### src/rtl/lcd_sequencer.sv
// rtl/lcd_sequencer.sv - HD44780 init/write sequencer with cursor tracking and automatic line wrap
module lcd_sequencer #(
    parameter int POWERUP_MS = 20,
    parameter int CLEAR_MS   = 2,
    parameter int COLS       = 16,
    parameter int TIMEOUT_MS = 15
) (
    input  logic       clk_1ms,
    input  logic       reset,
    input  logic       req_valid,
    input  logic       req_rs,
    input  logic [7:0] req_data,
    output logic       req_ready,
    input  logic       wr_finish,
    output logic       wr_enable,
    output logic       reg_sel,
    output logic [7:0] lcd_data,
    output logic       init_done,
    output logic       cursor_line,
    output logic [3:0] cursor_col,
    output logic       wr_timeout
);
    typedef enum logic [2:0] {S_PWR, S_ISSUE, S_BUSY, S_DELAY, S_IDLE} state_t;

    localparam int CNT_W    = 16;
    localparam int INIT_LEN = 4;

    state_t           state, state_next;
    logic [CNT_W-1:0] cnt;
    logic [2:0]       init_idx;
    logic             load_init, load_wrap, load_req;
    logic             busy_done, is_clear, char_wraps, init_more;
    logic [4:0]       col_inc;
    logic [3:0]       col_set;

    function automatic logic [7:0] init_byte(input logic [2:0] idx);
        case (idx)
            3'd0:    init_byte = 8'h38;
            3'd1:    init_byte = 8'h0C;
            3'd2:    init_byte = 8'h01;
            default: init_byte = 8'h06;
        endcase
    endfunction

    // Decoded from the held byte, which stays stable for the whole write.
    assign is_clear   = !reg_sel && (lcd_data[7:2] == 6'd0) && (lcd_data[1:0] != 2'd0);
    assign col_inc    = {1'b0, cursor_col} + 5'd1;
    assign char_wraps = reg_sel && (col_inc == 5'(COLS));
    assign col_set    = (lcd_data[3:0] > 4'(COLS - 1)) ? 4'(COLS - 1) : lcd_data[3:0];
    assign init_more  = !init_done && (init_idx < 3'(INIT_LEN));
    assign busy_done  = (state == S_BUSY) && (wr_finish || (cnt == CNT_W'(TIMEOUT_MS - 1)));
    assign wr_enable  = (state == S_ISSUE);
    assign req_ready  = (state == S_IDLE);

    always_ff @(posedge clk_1ms or posedge reset) begin
        if (reset) begin
            state <= S_PWR;
        end else begin
            state <= state_next;
        end
    end

    always_comb begin
        state_next = state;
        load_init  = 1'b0;
        load_wrap  = 1'b0;
        load_req   = 1'b0;
        case (state)
            S_PWR: begin
                if (cnt == CNT_W'(POWERUP_MS - 1)) begin
                    state_next = S_ISSUE;
                    load_init  = 1'b1;
                end
            end
            S_ISSUE: state_next = S_BUSY;
            S_BUSY: begin
                if (busy_done) begin
                    if (is_clear) begin
                        state_next = S_DELAY;
                    end else if (char_wraps) begin
                        state_next = S_ISSUE;
                        load_wrap  = 1'b1;
                    end else if (init_more) begin
                        state_next = S_ISSUE;
                        load_init  = 1'b1;
                    end else begin
                        state_next = S_IDLE;
                    end
                end
            end
            S_DELAY: begin
                if (cnt == CNT_W'(CLEAR_MS - 1)) begin
                    if (init_more) begin
                        state_next = S_ISSUE;
                        load_init  = 1'b1;
                    end else begin
                        state_next = S_IDLE;
                    end
                end
            end
            S_IDLE: begin
                if (req_valid) begin
                    state_next = S_ISSUE;
                    load_req   = 1'b1;
                end
            end
            default: state_next = S_PWR;
        endcase
    end

    always_ff @(posedge clk_1ms or posedge reset) begin
        if (reset) begin
            cnt         <= '0;
            init_idx    <= '0;
            init_done   <= 1'b0;
            wr_timeout  <= 1'b0;
            reg_sel     <= 1'b0;
            lcd_data    <= 8'h00;
            cursor_line <= 1'b0;
            cursor_col  <= 4'd0;
        end else begin
            // One counter serves power-up, busy timeout and clear delay; it restarts on every state change.
            cnt <= (state_next != state) ? '0 : cnt + CNT_W'(1);
            if (state_next == S_IDLE) begin
                init_done <= 1'b1;
            end
            if ((state == S_BUSY) && !wr_finish && (cnt == CNT_W'(TIMEOUT_MS - 1))) begin
                wr_timeout <= 1'b1;
            end
            if (load_init) begin
                reg_sel  <= 1'b0;
                lcd_data <= init_byte(init_idx);
                init_idx <= init_idx + 3'd1;
            end else if (load_wrap) begin
                reg_sel  <= 1'b0;
                lcd_data <= cursor_line ? 8'h80 : 8'hC0;
            end else if (load_req) begin
                reg_sel  <= req_rs;
                lcd_data <= req_data;
            end
            if (busy_done) begin
                if (reg_sel) begin
                    if (char_wraps) begin
                        cursor_col  <= 4'd0;
                        cursor_line <= ~cursor_line;
                    end else begin
                        cursor_col <= col_inc[3:0];
                    end
                end else if (is_clear) begin
                    cursor_line <= 1'b0;
                    cursor_col  <= 4'd0;
                end else if (lcd_data[7]) begin
                    cursor_line <= lcd_data[6];
                    cursor_col  <= col_set;
                end
            end
        end
    end
endmodule

### config.mk
export PLATFORM = sky130hd
export DESIGN_NAME = lcd_sequencer
export DESIGN_NICKNAME = d
export VERILOG_FILES = /design/src/rtl/lcd_sequencer.sv
export SDC_FILE = /design/constraint.sdc
export NUM_CORES = 1
export LEC_CHECK = 0
export CORE_UTILIZATION = 30
export CTS_BUF_LIST = sky130_fd_sc_hd__clkbuf_8
export CTS_CLUSTER_SIZE = 28
export DETAILED_ROUTE_END_ITERATION = 8
export SYNTH_ARGS = -nofsm -noshare
export SYNTH_HDL_FRONTEND = slang
export SYNTH_SLANG_ARGS = --single-unit
export TNS_END_PERCENT = 100
### constraint.sdc
create_clock -name clk_1ms -period 4.5 [get_ports clk_1ms]
set_input_delay 0.9 -clock clk_1ms [delete_from_list [all_inputs] [get_ports clk_1ms]]
set_output_delay 0.9 -clock clk_1ms [all_outputs]
set_load 0.02 [all_outputs]
==> flow_summary.json, run 1 <==
{
  "outcome": "finished clean",
  "syn_inst": 235,
  "ys_seq_elements": 38,
  "placed_area_um2": 2630,
  "fin_cells": 364,
  "drive_gt1_share_pct": 8.68,
  "fin_util_pct": 37.4,
  "setup_viol": 0,
  "synth_most_common_cell": "dfrtp_1",
  "dp_hpwl_um": 3710,
  "via_per_inst": 5.12,
  "area_growth_pct": 21.1,
  "die_h_um": 88.4,
  "drc": 0,
  "cts_setup_buffers": 0,
  "tritoncts": "yes",
  "n_antenna_cell": 0,
  "ys_top_cells_by_area": "dfrtp_1, nor2_1, ha_1",
  "syn_area_um2": 2240,
  "synth_flop_cell": "dfrtp_1",
  "cts_sinks": 38,
  "rows": 31,
  "synth_top_area_share_pct": 42.5,
  "cts_resized": 0,
  "worst_slack_ns": 1.83,
  "slowest_stage": "clkdlybuf4s50_1",
  "wirelength_um": 5100,
  "fin_skew_ns": 0.00685,
  "coreArea_um2": 7250,
  "slew_violations": 0,
  "p_switching_uw": 611,
  "via_count": 1862,
  "drt-initial-drc-count": 112,
  "clk_pin_slew_ns": 0.07,
  "grt_max_degree": 39,
  "fillers": 750,
  "gp_congestion": 0.849,
  "io_buffers": 30,
  "worstPathCellList": "nor3_1, clkdlybuf4s50_1",
  "io_pins": 31,
  "synth_edf_count": 0,
  "syn-num-nets": 256,
  "cts_buffers": 5,
  "internal_power_uw": 844,
  "setup.worst_path.class": "reg -> out",
  "grt_use_total_pct": 14.1,
  "pre_cts_ws_ns": 1.53,
  "synth.distinct_cells": 50,
  "grt-ovfl-total": 0,
  "fin_area_um2": 2710,
  "clkLatencyLatePin_ns": 0.30,
  "finalCriticalPeriod_ns": 2.67,
  "power_leakage_nw": 1.12,
  "synth_top_area_cell": "dfrtp_1",
  "postCtsHoldBufs": 0,
  "cap_violations": 0,
  "nets": 285,
  "cts_root_buf": "clkbuf_8",
  "antenna_found_initial": 0,
  "multi_input_area_um2": 1200,
  "timing.hold.ws_ns": 0.507,
  "fp.dieW_um": 88.4,
  "report.power.total_mw": 1.45,
  "synth_seq_area_share_pct": 42.5,
  "end_kind": "output pin",
  "comb_power_share_pct": 44.2,
  "pwr-share-clk_pct": 16.0,
  "max_freq_ghz": 0.375,
  "rsz0062_at_grt": "no",
  "start_util_pct": 30.9,
  "sw_frac_of_total_pct": 42.0,
  "power_density_nw_per_um2": 536,
  "post_drt_wl_per_cell_um": 14.0,
  "synthArstFlopShare_pct": 100,
  "hold_violations": 0,
  "grt_pass1_vias": 1765,
  "drtAntennaViolNets": 0,
  "regArea_um2": 951,
  "path_max_fanout": 9,
  "seqPwrFrac_pct": 39.8,
  "syn_area_per_cell_um2": 9.53,
  "hold_class": "reg -> reg",
  "synth_warnings": 0,
  "worstPathArrival_ns": 1.77,
  "worst_pin_slew_ns": 0.611,
  "dieArea_um2": 7820,
  "grt_first_pass_wirelength_um": 8480,
  "start_kind": "flip-flop",
  "tns_ns": 0,
  "cp.required_ns": 3.60,
  "htree_levels": 2,
  "slew-limit-headroom_pct": 58.9,
  "crit_path_max_incr_delay_ns": 0.67,
  "ir_worst_vdd_v": 0.000166,
  "post-route-period-util_pct": 59.3,
  "cts_max_path_buffers": 2,
  "dr.pass1.iters": 4,
  "ys_top_cells_by_count": "dfrtp_1, nor2_1, nand2_1",
  "dp_cells": 356
}
-- power groups by stage --
| stage | clock network (mW) | registers (mW) | logic, mW |
|---|---|---|---|
| floorplan | 0 | 0.593 | 0.415 |
| global placement | 0 | 0.581 | 0.638 |
| detailed placement | 0 | 0.584 | 0.648 |
| CTS | 0.240 | 0.578 | 0.652 |
| global route | 0.249 | 0.595 | 0.716 |
| finish | 0.232 | 0.579 | 0.643 |
-- path summary, 6_finish.rpt --
check                                        startpoint  depth (start not counted)                       to  slack (ns)
worst max-delay path                 state[2]$_DFF_PP0_                          2                wr_enable        1.83
worst min-delay path             wr_timeout$_DFFE_PP0P_                          2   wr_timeout$_DFFE_PP0P_        0.51
worst max register to register  lcd_data[3]$_DFFE_PP0P_                          5        cnt[11]$_DFF_PP0_        1.94
worst min register to register   wr_timeout$_DFFE_PP0P_                          2   wr_timeout$_DFFE_PP0P_        0.51
max in group asynchronous                         reset                          3         cnt[2]$_DFF_PP0_        3.13
min in group asynchronous                         reset                          3  init_idx[2]$_DFFE_PP0P_        1.02
-- worst max-delay path, delay by kind of cell, from the launching register on --
family                 cells  cell delay [ns]
buffers and inverters      1             0.67
DFF                        1             0.47
and+or+nand+nor            1             0.33
-- sequential cells by signal (all words and copies together) (netlist names) --
name	count
cursor_line	1
reg_sel	1
cnt	16
init_done	1
state	3
lcd_data	8
init_idx	3
wr_timeout	1
cursor_col	4
-- layout make-up --
type | instances | share of cell area [%]
multi-input cells | 177 | 44.3
flip-flops and latches | 38 | 35.1
repair buffers | 31 | 11.3
well taps | 99 | 4.57
clock buffers | 5 | 2.54
inverters | 11 | 1.52
clock inverters | 3 | 0.646
-- per-layer routing --
layer	track usage, %	up-vias	part of all wire, %
met5	0	-	0
met4	6.01	0	2.3
met3	2.43	9	3.0
met2	21.3	33	47
met1	19.8	916	48
li1	-	904	-
-- cells by family (layout without fill, tap and decap cells) --
group           Yosys count  count (layout)  synth area share, %
compound gates           35              35                 11.2
xor+xnor                 15              15                 5.87
fa+ha+maj                 8               8                 4.47
buf+inv                  20              50                 3.85
flops                    38              38                 42.5
mux                      14              14                 6.48
simple gates            105             105                 25.6
-- layout by cell type, fill, tap and decap left out, drive strengths merged, types with 2 or more instances in the layout --
cell type and n:
nor3 13, nand3 11, or2 3, nand4 7
o32ai 2, dfrtp 38, nor4 7, a21oi 7
clkbuf 5, and4b 2, clkinv 2, o22ai 5
nand2b 2, o31a 2, nor3b 2, nor2 33
o21ai 6, xnor2 9, and2 4, and3 2
ha 8, mux2i 10, mux2 4, and4 2
nand2 12, inv 12, clkdlybuf4s50 30, xor2 6
(Power assumes the default switching activity.)
==> run 2, diff against run 1 <==
- clock period: 4.5 -> 2.5 ns (I/O delays scaled with it)
==> flow_summary.json, run 2 (synthesis results as in run 1) <==
{
  "grt_pass1_vias": 1809,
  "gp_congestion": 0.763,
  "top_regs": "cnt x16, lcd_data x8, cursor_col x4",
  "cts_resized": 0,
  "timing.hold.ws_ns": 0.492,
  "clkLatencyLatePin_ns": 0.30,
  "timing.critical_path.buf_inv": 2,
  "dp_hpwl_um": 3790,
  "drc": 0,
  "grt_first_pass_wirelength_um": 8630,
  "dr.pass1.iters": 4,
  "drive_gt1_share_pct": 12.9,
  "worst_pin_slew_ns": 0.489,
  "io_buffers": 30,
  "cts_max_path_buffers": 2,
  "grt-ovfl-total": 0,
  "wirelength_um": 5120,
  "finalCriticalPeriod_ns": 2.25,
  "post-route-period-util_pct": 90.1,
  "tritoncts": "yes",
  "grt_max_degree": 39,
  "postCtsHoldBufs": 0,
  "r2r.worst_path.cells": 8,
  "ir_worst_vdd_v": 0.000323,
  "final_common_cell": "dfrtp_1",
  "report.power.total_mw": 2.71,
  "slew_violations": 0,
  "slew-limit-headroom_pct": 67.2,
  "largest_reg_flops": 16,
  "cap_violations": 0,
  "dieArea_um2": 7820,
  "start_util_pct": 30.9,
  "post_drt_wl_per_cell_um": 13.6,
  "area_growth_pct": 25.7,
  "slowest_stage": "or4b_1",
  "r2r_slack_ns": 0.25,
  "outcome": "finished clean",
  "fin_util_pct": 38.8,
  "hold_violations": 0,
  "io_pins": 31,
  "power_leakage_nw": 1.18,
  "placed_area_um2": 2720,
  "cts_buffers": 5,
  "path_max_fanout": 16,
  "drt-initial-drc-count": 146,
  "via_count": 1868,
  "r2r_start": "cnt[0]$_DFF_PP0_",
  "drtAntennaViolNets": 0,
  "cp.required_ns": 2.73,
  "start_kind": "flip-flop",
  "largest_register": "cnt",
  "hold_class": "reg -> reg",
  "nets": 298,
  "worstPathCellList": "inv_1, ha_1, and4b_1, a41o_1, o311a_1, or4b_1, buf_4, nor2_1",
  "rsz0062_at_grt": "no",
  "setup_viol": 0,
  "cts_setup_buffers": 0,
  "max_freq_ghz": 0.444,
  "grt_use_total_pct": 14.3,
  "hold_start": "wr_timeout$_DFFE_PP0P_",
  "fp.dieW_um": 88.4,
  "setup.worst_path.class": "reg -> reg",
  "clk_pin_slew_ns": 0.08,
  "layout_common_cells": "dfrtp_1, nor2_1, clkdlybuf4s50_1, buf_4",
  "r2r-end": "cnt[3]$_DFF_PP0_",
  "coreArea_um2": 7250,
  "fin_skew_ns": 0.00788,
  "rows": 31,
  "worstPathArrival_ns": 2.48,
  "min_to": "wr_timeout$_DFFE_PP0P_",
  "end_kind": "flip-flop",
  "htree_levels": 2,
  "tns_ns": 0,
  "crit_path_max_incr_delay_ns": 0.50,
  "cts_sinks": 38,
  "antenna_found_initial": 0,
  "worstHoldPathCells": 2,
  "power_density_nw_per_um2": 961,
  "cts_root_buf": "clkbuf_8",
  "fin_area_um2": 2820,
  "via_per_inst": 4.95,
  "die_h_um": 88.4,
  "n_antenna_cell": 0,
  "cpLargestDelayFamily": "simple AND/OR/NAND/NOR gates"
}
[run 2: tightest hold or removal path, delay by kind of cell, from the launching register on]
family / cells / cell delay, ns
flip-flops: 1 / 0.36
AO/OA/AOI/OAI: 1 / 0.06
buffers and inverters: 1 / 0.05
[run 2: report_power, final]
group | leakage (nW) | internal (mW) | switching [mW]
Combinational | 0.646 | 0.591 | 0.651
Clock | 0.0524 | 0.219 | 0.220
Sequential | 0.486 | 0.794 | 0.232
Total | 1.18 | 1.60 | 1.10
[run 2: routing by layer]
layer / vias to the layer above / track usage (%) / wire length, µm
li1: 933 / - / -
met1: 890 / 19.3 / 2440
met2: 39 / 22.7 / 2370
met3: 6 / 2.71 / 220
met4: 0 / 5.72 / 82
met5: - / 0 / 0
[run 2: layout make-up]
cell class | instances | area [µm²]
fill | 761 | 4440
sequential | 38 | 951
inverter | 11 | 41.3
multi-input combinational | 177 | 1200
clock buffer | 6 | 82.6
clock inverter | 2 | 8.76
timing repair buffer | 44 | 405
tap | 99 | 124
[run 2: worst max path at each step]
stage | end | slack (ns) | startpoint | depth (start not counted)
4_1_cts | cnt[15]$_DFF_PP0_ | 0.23 | cnt[0]$_DFF_PP0_ | 8
3_3_place_gp | cnt[12]$_DFF_PP0_ | 0.24 | wr_finish | 6
6_report | cnt[3]$_DFF_PP0_ | 0.25 | cnt[0]$_DFF_PP0_ | 8
5_1_grt | cnt[15]$_DFF_PP0_ | 0.09 | cnt[0]$_DFF_PP0_ | 8
2_1_floorplan | cnt[10]$_DFF_PP0_ | 0.27 | reg_sel$_DFFE_PP0P_ | 8
3_5_place_dp | cnt[7]$_DFF_PP0_ | 0.20 | wr_finish | 6
[run 2: metrics by stage]
stage | instances | worst slack, ns
global route | 377 | 0.0917
floorplan | 235 | 0.272
detailed placement | 369 | 0.202
global placement | 369 | 0.245
CTS | 377 | 0.228
finish | 377 | 0.248
==> run 3, diff against run 2 <==
- GPL_ROUTABILITY_DRIVEN: default -> 1
==> results of run 3 <==
The final DEF is identical to that of run 2; final timing and power are the same.
